### config.mk
export PLATFORM = sky130hd
export DESIGN_NAME = datapath_mc
export DESIGN_NICKNAME = d
export VERILOG_FILES = /design/src/rtl/datapath_mc_pkg.sv /design/src/rtl/datapath_mc_seq_muldiv.sv /design/src/rtl/datapath_mc.sv
export SDC_FILE = /design/constraint.sdc
export NUM_CORES = 2
export LEC_CHECK = 0
export ABC_AREA = 1
export ABC_CLOCK_PERIOD_IN_PS = 32700
export CAP_MARGIN = 10
export CELL_PAD_IN_SITES_DETAIL_PLACEMENT = 0
export CELL_PAD_IN_SITES_GLOBAL_PLACEMENT = 1
export CORE_MARGIN = 5
export CORE_UTILIZATION = 40
export CTS_CLUSTER_DIAMETER = 150
export DETAILED_ROUTE_END_ITERATION = 10
export GPL_ROUTABILITY_DRIVEN = 0
export MAX_ROUTING_LAYER = met4
export PLACE_DENSITY = 0.81
export SLEW_MARGIN = 20
export SYNTH_ARGS = -nofsm -noshare
export SYNTH_HDL_FRONTEND = slang
export SYNTH_SLANG_ARGS = --single-unit
### constraint.sdc
create_clock -name clk -period 32.7 [get_ports clk]
set_input_delay 6.54 -clock clk [delete_from_list [all_inputs] [get_ports clk]]
set_output_delay 6.54 -clock clk [all_outputs]
set_load 0.01 [all_outputs]
### src/rtl/datapath_mc_pkg.sv
// datapath_mc_pkg
// Shared definitions for the multi-cycle single-bus datapath:
//   - ALU op codes carried on uop_alu
//   - bus source codes, given as offsets above the GPR codes (0..NGPR-1)
//   - destination-mask bit offsets, given as offsets above the GPR bits
//   - control FSM state encoding
package datapath_mc_pkg;

  localparam logic [3:0] ALU_ADD  = 4'd0;
  localparam logic [3:0] ALU_SUB  = 4'd1;
  localparam logic [3:0] ALU_AND  = 4'd2;
  localparam logic [3:0] ALU_OR   = 4'd3;
  localparam logic [3:0] ALU_SHR  = 4'd4;
  localparam logic [3:0] ALU_SHRA = 4'd5;
  localparam logic [3:0] ALU_SHL  = 4'd6;
  localparam logic [3:0] ALU_ROR  = 4'd7;
  localparam logic [3:0] ALU_ROL  = 4'd8;
  localparam logic [3:0] ALU_NEG  = 4'd9;
  localparam logic [3:0] ALU_NOT  = 4'd10;
  localparam logic [3:0] ALU_MUL  = 4'd11;
  localparam logic [3:0] ALU_DIV  = 4'd12;
  localparam logic [3:0] ALU_PASS = 4'd13;

  // Source codes above the GPRs (code = NGPR + offset)
  localparam int SRC_HI     = 0;
  localparam int SRC_LO     = 1;
  localparam int SRC_ZH     = 2;
  localparam int SRC_ZL     = 3;
  localparam int SRC_PC     = 4;
  localparam int SRC_IR     = 5;
  localparam int SRC_MDR    = 6;
  localparam int SRC_INPORT = 7;
  localparam int SRC_CSIGN  = 8;

  // Destination mask bits above the GPRs (bit = NGPR + offset)
  localparam int DST_HI  = 0;
  localparam int DST_LO  = 1;
  localparam int DST_Y   = 2;
  localparam int DST_MAR = 3;
  localparam int DST_MDR = 4;
  localparam int DST_PC  = 5;
  localparam int DST_IR  = 6;
  localparam int DST_OUT = 7;
  localparam int DST_Z   = 8;

  typedef enum logic [1:0] {
    ST_IDLE   = 2'd0,
    ST_MULDIV = 2'd1,
    ST_MEM    = 2'd2
  } state_e;

endpackage

### src/rtl/datapath_mc_seq_muldiv.sv
// seq_muldiv
// Iterative signed multiplier / divider, one radix-2 step per clock.
// Operands are reduced to magnitudes on start; signs are reapplied
// combinationally on the outputs.
// Ports:
//   clk, clr       clock, async active-high reset
//   start          capture a/b and perform the first step this edge
//   op             0 = multiply (a*b), 1 = divide (a/b)
//   a, b           signed operands
//   busy           an operation is in progress
//   done           result valid on hi/lo during this cycle
//   hi, lo         multiply: product high/low; divide: remainder/quotient
//   div0           divide by zero, valid together with done
module seq_muldiv #(
  parameter int WIDTH = 32
) (
  input  logic             clk,
  input  logic             clr,
  input  logic             start,
  input  logic             op,
  input  logic [WIDTH-1:0] a,
  input  logic [WIDTH-1:0] b,
  output logic             busy,
  output logic             done,
  output logic [WIDTH-1:0] hi,
  output logic [WIDTH-1:0] lo,
  output logic             div0
);

  localparam int CW = $clog2(WIDTH + 1);

  logic             is_div, sa, sb, b_zero;
  logic [WIDTH-1:0] m, acc_hi, acc_lo;
  logic [CW-1:0]    cnt;

  logic             cur_div;
  logic [WIDTH-1:0] a_mag, b_mag, cur_hi, cur_lo, cur_m, nxt_hi, nxt_lo;
  logic [WIDTH:0]   sum, trial;
  logic [2*WIDTH-1:0] prod;

  // One iteration step. On the start edge the step is applied to the
  // freshly loaded operands, so WIDTH steps finish on the edge before the
  // result is consumed and done lines up with the WIDTH-th edge.
  // Multiply: accumulator {hi,lo} shifts right, adding m when lo[0] is set.
  // Divide (restoring): {rem,quo} shifts left, subtracting m when it fits.
  // With m = 0 the divide leaves quo all ones and rem = |a|.
  always_comb begin
    a_mag = a[WIDTH-1] ? -a : a;
    b_mag = b[WIDTH-1] ? -b : b;
    if (start) begin
      cur_div = op;
      cur_hi  = '0;
      cur_lo  = op ? a_mag : b_mag;
      cur_m   = op ? b_mag : a_mag;
    end else begin
      cur_div = is_div;
      cur_hi  = acc_hi;
      cur_lo  = acc_lo;
      cur_m   = m;
    end
    sum    = '0;
    trial  = '0;
    nxt_hi = cur_hi;
    nxt_lo = cur_lo;
    if (cur_div) begin
      trial  = {cur_hi, cur_lo[WIDTH-1]};
      nxt_lo = {cur_lo[WIDTH-2:0], 1'b0};
      if (trial >= {1'b0, cur_m}) begin
        trial     = trial - {1'b0, cur_m};
        nxt_lo[0] = 1'b1;
      end
      nxt_hi = trial[WIDTH-1:0];
    end else begin
      sum = {1'b0, cur_hi} + (cur_lo[0] ? {1'b0, cur_m} : '0);
      {nxt_hi, nxt_lo} = {sum, cur_lo[WIDTH-1:1]};
    end
  end

  // Operand capture and iteration counter
  always_ff @(posedge clk or posedge clr) begin
    if (clr) begin
      busy   <= 1'b0;
      is_div <= 1'b0;
      sa     <= 1'b0;
      sb     <= 1'b0;
      b_zero <= 1'b0;
      m      <= '0;
      acc_hi <= '0;
      acc_lo <= '0;
      cnt    <= '0;
    end else if (start) begin
      busy   <= 1'b1;
      is_div <= op;
      sa     <= a[WIDTH-1];
      sb     <= b[WIDTH-1];
      b_zero <= (b == '0);
      m      <= cur_m;
      acc_hi <= nxt_hi;
      acc_lo <= nxt_lo;
      cnt    <= CW'(1);
    end else if (busy) begin
      if (done) begin
        busy <= 1'b0;
      end else begin
        acc_hi <= nxt_hi;
        acc_lo <= nxt_lo;
        cnt    <= cnt + CW'(1);
      end
    end
  end

  assign done = busy && (cnt == CW'(WIDTH));
  assign div0 = done && is_div && b_zero;

  // Sign restoration: product sign is sa^sb; quotient sign is sa^sb;
  // remainder follows the dividend. Divide by zero forces an all-ones
  // quotient, and the remainder path then reproduces the dividend.
  always_comb begin
    prod = (sa ^ sb) ? -{acc_hi, acc_lo} : {acc_hi, acc_lo};
    if (is_div) begin
      hi = sa ? -acc_hi : acc_hi;
      lo = b_zero ? '1 : ((sa ^ sb) ? -acc_lo : acc_lo);
    end else begin
      hi = prod[2*WIDTH-1:WIDTH];
      lo = prod[WIDTH-1:0];
    end
  end

endmodule

### src/rtl/datapath_mc.sv
// datapath_mc
// Multi-cycle single-bus CPU datapath. One micro-op is accepted per
// uop_valid & uop_ready handshake; MUL/DIV and memory accesses stall the
// control unit by dropping uop_ready.
// Ports:
//   clk, clr                         clock, async active-high reset
//   uop_valid/uop_ready              micro-op handshake
//   uop_src, uop_ba                  bus source select, R0-reads-zero
//   uop_dst                          write mask (GPRs, HI, LO, Y, MAR, MDR, PC, IR, OUT, Z)
//   uop_alu                          ALU op for Z
//   uop_incpc, uop_rd, uop_wr        PC increment, memory read/write
//   mem_req/we/addr/wdata/ack/rdata  memory req/ack port
//   in_strobe, in_data               inport load
//   out_data                         outport register
//   bus, pc, ir, zl, zh              observation outputs
//   div0, err                        one-cycle status pulses
module datapath_mc #(
  parameter int               WIDTH    = 32,
  parameter int               NGPR     = 16,
  parameter int               IMM_W    = 19,
  parameter logic [WIDTH-1:0] PC_RESET = '0,
  localparam int              NDST     = NGPR + 9
) (
  input  logic                        clk,
  input  logic                        clr,
  input  logic                        uop_valid,
  output logic                        uop_ready,
  input  logic [$clog2(NGPR+9)-1:0]   uop_src,
  input  logic [NDST-1:0]             uop_dst,
  input  logic [3:0]                  uop_alu,
  input  logic                        uop_ba,
  input  logic                        uop_incpc,
  input  logic                        uop_rd,
  input  logic                        uop_wr,
  output logic                        mem_req,
  output logic                        mem_we,
  output logic [WIDTH-1:0]            mem_addr,
  output logic [WIDTH-1:0]            mem_wdata,
  input  logic                        mem_ack,
  input  logic [WIDTH-1:0]            mem_rdata,
  input  logic                        in_strobe,
  input  logic [WIDTH-1:0]            in_data,
  output logic [WIDTH-1:0]            out_data,
  output logic [WIDTH-1:0]            bus,
  output logic [WIDTH-1:0]            pc,
  output logic [WIDTH-1:0]            ir,
  output logic [WIDTH-1:0]            zl,
  output logic [WIDTH-1:0]            zh,
  output logic                        div0,
  output logic                        err
);
  import datapath_mc_pkg::*;

  localparam int SW  = $clog2(NGPR + 9);
  localparam int GW  = $clog2(NGPR);
  localparam int SHW = $clog2(WIDTH);

  logic [WIDTH-1:0] gpr [NGPR];
  logic [WIDTH-1:0] hi_r, lo_r, y_r, mar_r, mdr_r, inport_r;
  logic             we_r;
  state_e           state, state_nxt;

  logic [GW-1:0]    gpr_idx;
  logic [SW-1:0]    rel;
  logic [WIDTH-1:0] csign;
  logic             accept, z_sel, is_md_op, alu_illegal, md_start, mem_go, err_now;
  logic [SHW-1:0]   sh;
  logic [SHW:0]     rsh;
  logic [WIDTH:0]   add_sum;
  logic [WIDTH-1:0] alu_lo, alu_hi;
  logic             md_busy, md_done, md_div0;
  logic [WIDTH-1:0] md_hi, md_lo;

  assign csign = {{(WIDTH-IMM_W){ir[IMM_W-1]}}, ir[IMM_W-1:0]};

  // Shared bus: GPR codes first, then special registers; anything past
  // CSIGN reads as zero.
  always_comb begin
    bus     = '0;
    gpr_idx = uop_src[GW-1:0];
    rel     = uop_src - SW'(NGPR);
    if (uop_src < SW'(NGPR)) begin
      bus = (uop_ba && gpr_idx == '0) ? '0 : gpr[gpr_idx];
    end else begin
      case (rel)
        SW'(SRC_HI):     bus = hi_r;
        SW'(SRC_LO):     bus = lo_r;
        SW'(SRC_ZH):     bus = zh;
        SW'(SRC_ZL):     bus = zl;
        SW'(SRC_PC):     bus = pc;
        SW'(SRC_IR):     bus = ir;
        SW'(SRC_MDR):    bus = mdr_r;
        SW'(SRC_INPORT): bus = inport_r;
        SW'(SRC_CSIGN):  bus = csign;
        default:         bus = '0;
      endcase
    end
  end

  assign accept      = uop_valid && (state == ST_IDLE);
  assign z_sel       = uop_dst[NGPR+DST_Z];
  assign is_md_op    = (uop_alu == ALU_MUL) || (uop_alu == ALU_DIV);
  assign alu_illegal = z_sel && (uop_alu >= 4'd14);
  assign md_start    = accept && z_sel && is_md_op;
  // A MUL/DIV owns the stall; a memory request in the same micro-op is
  // dropped and flagged rather than silently queued.
  assign mem_go      = accept && (uop_rd ^ uop_wr) && !md_start;
  assign err_now     = accept && ((uop_rd && uop_wr) || alu_illegal ||
                                  (md_start && (uop_rd || uop_wr)));

  // Single-cycle ALU: A operand is Y, B operand is the bus.
  // Only ADD reports into ZH (carry-out); the others clear it.
  always_comb begin
    alu_lo  = '0;
    alu_hi  = '0;
    sh      = bus[SHW-1:0];
    rsh     = (SHW+1)'(WIDTH) - {1'b0, sh};
    add_sum = {1'b0, y_r} + {1'b0, bus};
    case (uop_alu)
      ALU_ADD: begin
        alu_lo = add_sum[WIDTH-1:0];
        alu_hi = WIDTH'(add_sum[WIDTH]);
      end
      ALU_SUB:  alu_lo = y_r - bus;
      ALU_AND:  alu_lo = y_r & bus;
      ALU_OR:   alu_lo = y_r | bus;
      ALU_SHR:  alu_lo = y_r >> sh;
      ALU_SHRA: alu_lo = $signed(y_r) >>> sh;
      ALU_SHL:  alu_lo = y_r << sh;
      ALU_ROR:  alu_lo = (y_r >> sh) | (y_r << rsh);
      ALU_ROL:  alu_lo = (y_r << sh) | (y_r >> rsh);
      ALU_NEG:  alu_lo = -bus;
      ALU_NOT:  alu_lo = ~bus;
      ALU_PASS: alu_lo = bus;
      default: begin
        alu_lo = '0;
        alu_hi = '0;
      end
    endcase
  end

  seq_muldiv #(.WIDTH(WIDTH)) u_muldiv (
    .clk   (clk),
    .clr   (clr),
    .start (md_start),
    .op    (uop_alu == ALU_DIV),
    .a     (y_r),
    .b     (bus),
    .busy  (md_busy),
    .done  (md_done),
    .hi    (md_hi),
    .lo    (md_lo),
    .div0  (md_div0)
  );

  // Control state register
  always_ff @(posedge clk or posedge clr) begin
    if (clr) state <= ST_IDLE;
    else     state <= state_nxt;
  end

  // Next state and handshake outputs. mem_req is decoded from the state so
  // an async reset withdraws it immediately. Leaving MULDIV on !md_busy
  // only matters if the sequencer was somehow never started.
  always_comb begin
    state_nxt = state;
    uop_ready = 1'b0;
    mem_req   = 1'b0;
    case (state)
      ST_IDLE: begin
        uop_ready = 1'b1;
        if (md_start)    state_nxt = ST_MULDIV;
        else if (mem_go) state_nxt = ST_MEM;
      end
      ST_MULDIV: begin
        if (md_done || !md_busy) state_nxt = ST_IDLE;
      end
      ST_MEM: begin
        mem_req = 1'b1;
        if (mem_ack) state_nxt = ST_IDLE;
      end
      default: state_nxt = ST_IDLE;
    endcase
  end

  assign mem_we    = mem_req && we_r;
  assign mem_addr  = mar_r;
  assign mem_wdata = mdr_r;

  // Register bank. Accept-edge writes and the later MDR/Z completions can
  // never coincide, because accepts only happen in IDLE.
  always_ff @(posedge clk or posedge clr) begin
    if (clr) begin
      for (int i = 0; i < NGPR; i++) gpr[i] <= '0;
      hi_r     <= '0;
      lo_r     <= '0;
      y_r      <= '0;
      mar_r    <= '0;
      mdr_r    <= '0;
      inport_r <= '0;
      we_r     <= 1'b0;
      pc       <= PC_RESET;
      ir       <= '0;
      out_data <= '0;
      zl       <= '0;
      zh       <= '0;
      err      <= 1'b0;
      div0     <= 1'b0;
    end else begin
      err  <= err_now;
      div0 <= md_div0;
      if (in_strobe) inport_r <= in_data;
      if (accept) begin
        for (int i = 0; i < NGPR; i++) begin
          if (uop_dst[i]) gpr[i] <= bus;
        end
        if (uop_dst[NGPR+DST_HI])  hi_r     <= bus;
        if (uop_dst[NGPR+DST_LO])  lo_r     <= bus;
        if (uop_dst[NGPR+DST_Y])   y_r      <= bus;
        if (uop_dst[NGPR+DST_MAR]) mar_r    <= bus;
        if (uop_dst[NGPR+DST_MDR]) mdr_r    <= bus;
        if (uop_dst[NGPR+DST_IR])  ir       <= bus;
        if (uop_dst[NGPR+DST_OUT]) out_data <= bus;
        if (uop_dst[NGPR+DST_PC])  pc       <= bus;
        else if (uop_incpc)        pc       <= pc + WIDTH'(1);
        if (z_sel && !alu_illegal && !is_md_op) begin
          zl <= alu_lo;
          zh <= alu_hi;
        end
        we_r <= uop_wr;
      end
      if (state == ST_MEM && mem_ack && !we_r) mdr_r <= mem_rdata;
      if (md_done) begin
        zl <= md_lo;
        zh <= md_hi;
      end
    end
  end

endmodule

==> Word-level counts from Yosys, hierarchy flattened <==
Cells that the tools add are included.
{ "word_totals": {"register_bits": 976, "in_bits": 107, "out_inout_bits": 261, "wordCells": 221} }
{ "op_classes": {"addsub": 13, "n_lt_le_gt_ge": 4, "n_eq_ne": 28, "shifts": 5, "n_mux": 57, "bitwise": 8, "n_reduce_logical": 66} }
{ "op_table": {"columns": ["cell", "count"], "rows": [
  ["$mux 32", 37],
  ["$pmux 32 s12", 1],
  ["$pmux 32 s9", 1],
  ["$bmux 32 s4", 1],
  ["$neg 32->32", 4],
  ["$or 32x32->32", 3],
  ["$add 32x32->33", 2],
  ["$mux 64", 1],
  ["$neg 64->64", 1],
  ["$sub 32x32->32", 2],
  ["$reduce_and 2->1", 26],
  ["$ge 33x32->1", 1],
  ["$add 32x1->32 const B", 1],
  ["$and 32x32->32", 1],
  ["$logic_not 32->1", 1],
  ["$not 32->32", 1],
  ["$shl 32x5->32", 1],
  ["$shl 32x6->32", 1],
  ["$shr 32x5->32", 1],
  ["$shr 32x6->32", 1],
  ["$sshr 32x5->32", 1],
  ["$eq 4x4->1 const B", 6],
  ["$eq 5x3->1 const B", 4],
  ["$logic_and 1x1->1", 18],
  ["other kinds (30)", 64]
]} }

==> Depth between registers and ports, before layout <==
{ "depth": {"word_depth": 16, "mapped_depth": 50, "ltp_nobuf": 46} }

==> Modules after synthesis <==
Synthesis repeated with hierarchy kept, for this count alone.
{ "hier_totals": {"cells_unflattened": 10373, "area_unflattened_um2": 68017.7} }
{ "modules_own_cells": {"columns": ["module", "n_inst", "cells_each", "area_each_um2", "seq_area_each_um2"], "rows": [
  ["datapath_mc", 1, 7445, 52152.5, 21745.9],
  ["seq_muldiv", 1, 2928, 15865.2, 2677.6]
]} }

==> Worst setup path before layout <==
Ideal clock, no wire load.
{ "synth_path": {"path_type": "in2out", "startpoint": "input port uop_src[1]", "endpoint": "output port bus[31]", "arrival_ns": 8.599, "required_time_ns": 26.160, "slack_ns": 17.561, "path_stages": 15, "n_path_buf": 8, "path_cell_list": "buf_4 inv_2 buf_6 buf_4 buf_4 nand2_1 buf_2 o21ai_0 o21ai_0 nand4_1 nand2_1 nand2_1 buf_2 buf_2 buf_1"} }
{ "synth_via": {"elab_chain_len": 6, "word_cells_on_any_way": 20, "classes_between": "add/sub: 1; order compare: 1; eq/ne: 8; mux: 6; bitwise: 1; reduce/logical: 3"} }
{ "synth_lines": {"columns": ["element", "line", "rtl"], "rows": [
  ["start: declaration", "datapath_mc.sv:28", "input logic [$clog2(NGPR+9)-1:0] uop_src,"],
  ["parallel branches: the longest is 5 deep, another holds $sub 5x5->5", null, null],
  ["$mux 32 (*)", "datapath_mc.sv:82", "if (uop_src < SW'(NGPR)) begin"],
  ["end: declaration", "datapath_mc.sv:44", "output logic [WIDTH-1:0] bus,"]
]} }
Every way passes the cells marked *. The select of a mux whose other input is x is not followed.

==> Worst setup path in the final report <==
{ "layout_path": {"startpoint": "input port uop_src[4]", "endpoint": "output port bus[24]"} }
{ "layout_via": {"elab_chain_len": 4, "word_cells_on_any_way": 13, "classes_between": "add/sub: 1; order compare: 1; eq/ne: 8; mux: 2; reduce/logical: 1"} }
{ "layout_lines": {"columns": ["element", "line", "rtl"], "rows": [
  ["$sub 5x5->5", "datapath_mc.sv:81", "rel = uop_src - SW'(NGPR);"],
  ["$eq 5x4->1, or another cell as far along", "datapath_mc.sv:85", "case (rel)"],
  ["$pmux 32 s9", "datapath_mc.sv:85", null],
  ["$mux 32 (*)", "datapath_mc.sv:82", null]
]} }
Mark *: on every way between the ends. The rest lies on a longest branch, timed or not.

==> metrics.txt <==
Reg with most FFs gpr; # resized after CTS 0; Max Buffers Root-to-Sink 3; io pins 368; CTS buffer count 108; area of the core 169000 µm²; Post-Syn Nets 10500; RSZ-0062 raised after global routing no; sequential power share 27.0%; buffers and inverters on the worst path 6; ys flop type dfrtp_1; setup_tns 0 ns; metal2 WL 138000 µm; Final Cycle Share 52.9%; slowest stage delay, CP 0.94 ns; Seq/Total Area, Yosys 35.9%; non-filler instance count after layout 12600; Final min period 17.29 ns; Max FO, Critical Path 22; area of the mapped netlist 68000 µm²; status finished, violations left; P_sw 0.00461 W; worst-skew pair later-pin latency 0.83 ns; synthesized netlist cell count 10200; Hold Crit Class register to register; top sig layer met4; PD cells 112 nW/µm²; site row count 151; metal3 WL 44200 µm; Starting Density 40.2%; CP max-delay cell clkdlybuf4s50_1; # hold bufs at CTS 0; wire length on met1 130000 µm; Synth Warn # 0; hold slack 0.480 ns; Worst-Margin Slew 1.16 ns; f_max 0.0578 GHz; DRC errors left 4; max reg flops 512; area leader, netlist dfrtp_1; Die ar. 178000 µm²; Syn Area/Cell 6.65 µm²; P_leak 36.0 nW; skew final 0.119 ns; setup ws final 15.41 ns; pin count of the biggest net entering global routing 176; share of layout cells above drive strength 1 5.36%; CTS Sinks 976; Area Growth Syn to Fin 14.0%; HPWL Detailed 245000 µm; post-CTS setup buffer count 0; area of the multi-input gates 37600 µm²; drt total wl 346000 µm; Die Ht 422 µm; Synth top area share 35.9%; CTS clock-pin slew for the worst setup and hold paths 0.05 ns; R2R setup slack 23.24 ns; initial antenna violation count 25; Peak VDD IR 0.0854 mV; clock root buffer clkbuf_16; Die X-Extent 422 µm; critical path data arrival time 10.75 ns; synth unique cells 59; CP Launch Type primary input; final core occ 45.8%; worst relative slew slack 22.6%; number of flops mapped to enable cells by yosys 0; DRT Pass-1 Iters 11; Nets 10600; fill count 17400; pre-CTS setup slack 15.60 ns; H-tree Lvls 3; first-pass GRT wire length 493000 µm; CP delay by family, top buffers and inverters; Reg area 24400 µm²; failing checks design-rule violations; asr flop ratio synth 100%; iteration-0 DRC count of the detailed router 11300; All-Layer GR Usage 38.4%; crit-path cells clkdlybuf4s50_1, inv_1, nor2_4, nand2_2, inv_2, nand2_1, nand2_1, nor2_1, nand3_1, nor2_2, buf_4, inv_1, clkdlybuf4s50_1; GR Overflow Total 0; # Max-Cap Violations 0; Seq cells post-synth 976; Slew Limit Fails 0; Area contributors post-synth dfrtp_1 36%, nand2_1 17%, o21ai_0 7.0%; DR vias/cell 6.00; CTS tree done; Combinational Power Share 57.8%; Final ANT Viol Nets 0; vias in the first global route 69400; Inst Count DP 12400; Final setup violation count 0; final hold violation count 0; CP Class primary input to output port; routed wire length per instance 27.4 µm; Port-buffer cells 367; Clock power frac 15.2%; worst endpoint required time 26.16 ns; routed via count 75800; Int Pwr 0.00409 W; switching share of power 53.0%; Critical Path End Type output port
-- final timing paths --
path	endpoint	cells past startpoint	start
min in group asynchronous	gpr[175]$_DFFE_PP0P_	2	clr
hold reg to reg	u_muldiv.m[2]$_DFFE_PP0P_	2	u_muldiv.m[2]$_DFFE_PP0P_
setup reg to reg	u_muldiv.acc_hi[20]$_DFFE_PP0P_	39	gpr[320]$_DFFE_PP0P_
setup / recovery	bus[24]	13	uop_src[4]
hold / removal	u_muldiv.m[2]$_DFFE_PP0P_	2	u_muldiv.m[2]$_DFFE_PP0P_
max in group asynchronous	zl[7]$_DFFE_PP0P_	6	clr
-- per-layer routing --
metal  vias up  global-route usage [%]
li1      33400                       -
met1     35700                    47.7
met2      5286                    52.0
met3      1406                    11.8
met4         0                    29.2
met5         -                       -
-- stage by stage --
stage	instance area, µm²	power [W]
after CTS	77300	0.00846
after global routing	77500	0.00912
final	77500	0.00871
after detailed placement	73500	0.00712
after global placement	73500	0.00706
after floorplan	68000	0.00512
-- synth_stat cells, types with 11 or more instances --
cell type / number
dfrtp_1: 976
a21boi_0: 12
xor2_1: 86
ha_1: 171
nor3_1: 82
o221ai_1: 41
o22ai_1: 61
o211ai_1: 97
nand2_1: 3131
or2_2: 27
o21a_1: 385
inv_1: 950
clkbuf_1: 382
o21bai_1: 18
xnor2_1: 22
a211oi_1: 11
nand2_2: 23
nand4_1: 74
buf_1: 60
a31oi_1: 50
inv_2: 24
nand3b_1: 16
buf_2: 115
buf_4: 24
a21oi_1: 400
o21ai_0: 948
buf_6: 22
o21ai_1: 70
nor4_1: 25
nor2_1: 919
nand3_1: 874
nor2_2: 33
-- power by group through the flow --
| stage | logic [W] | registers (W) | clock network, W |
|---|---|---|---|
| floorplan | 0.00299 | 0.00213 | 0 |
| global placement | 0.00474 | 0.00232 | 0 |
| detailed placement | 0.00479 | 0.00233 | 0 |
| CTS | 0.00481 | 0.00231 | 0.00133 |
| global route | 0.00536 | 0.00237 | 0.00138 |
| finish | 0.00503 | 0.00235 | 0.00132 |
-- layout make-up --
cell class                      instances  area share [%]
Clock buffer                          156            4.02
Timing Repair Buffer                  551            6.63
Multi-Input combinational cell       7664            48.5
Tap cell                             2218            3.58
Inverter                              980            4.75
Sequential cell                       976            31.5
Clock inverter                         44           0.901
Antenna cell                           36           0.116
-- cells by family after synthesis --
kind of cell               after synthesis  synth area share (%)
AOI/OAI and AO/OA                     2134                  18.3
xor gates and xnor gates               108                  1.39
adders and majority gates              175                  3.26
buffers and inverters                 1583                  9.33
DFF                                    976                  35.9
muxes                                    8                 0.131
and+or+nand+nor                       5239                  31.7
-- layout by cell type, fill, tap and decap left out, types with 9 or more instances in the layout --
| cell | netlist | routed |
|---|---|---|
| a211oi_1 | 11 | 11 |
| a21boi_0 | 12 | 12 |
| a21o_1 | 9 | 9 |
| a21oi_1 | 400 | 398 |
| a22oi_1 | 10 | 10 |
| a31oi_1 | 50 | 50 |
| buf_4 | 24 | 178 |
| bufinv_16 | 0 | 11 |
| clkbuf_1 | 382 | 25 |
| clkbuf_16 | 0 | 108 |
| clkbuf_8 | 0 | 23 |
| clkdlybuf4s50_1 | 0 | 364 |
| clkinv_2 | 0 | 15 |
| dfrtp_1 | 976 | 976 |
| diode_2 | 0 | 36 |
| ha_1 | 171 | 170 |
| inv_1 | 950 | 946 |
| inv_2 | 24 | 24 |
| nand2_1 | 3131 | 3123 |
| nand2_2 | 23 | 28 |
| nand3_1 | 874 | 873 |
| nand3b_1 | 16 | 16 |
| nand4_1 | 74 | 74 |
| nor2_1 | 919 | 878 |
| nor2_2 | 33 | 37 |
| nor2_4 | 10 | 47 |
| nor3_1 | 82 | 81 |
| nor4_1 | 25 | 25 |
| o211ai_1 | 97 | 97 |
| o21a_1 | 385 | 385 |
| o21ai_0 | 948 | 947 |
| o21ai_1 | 70 | 71 |
| o21bai_1 | 18 | 18 |
| o221ai_1 | 41 | 41 |
| o22ai_1 | 61 | 61 |
| or2_2 | 27 | 27 |
| xnor2_1 | 22 | 22 |
| xor2_1 | 86 | 86 |
-- tightest hold or removal path: stages (launching register included) --
cell and delay, ns:
dfrtp_1 0.32, nand2_1 0.05, nand2_1 0.08
(Power assumes the default switching activity.)
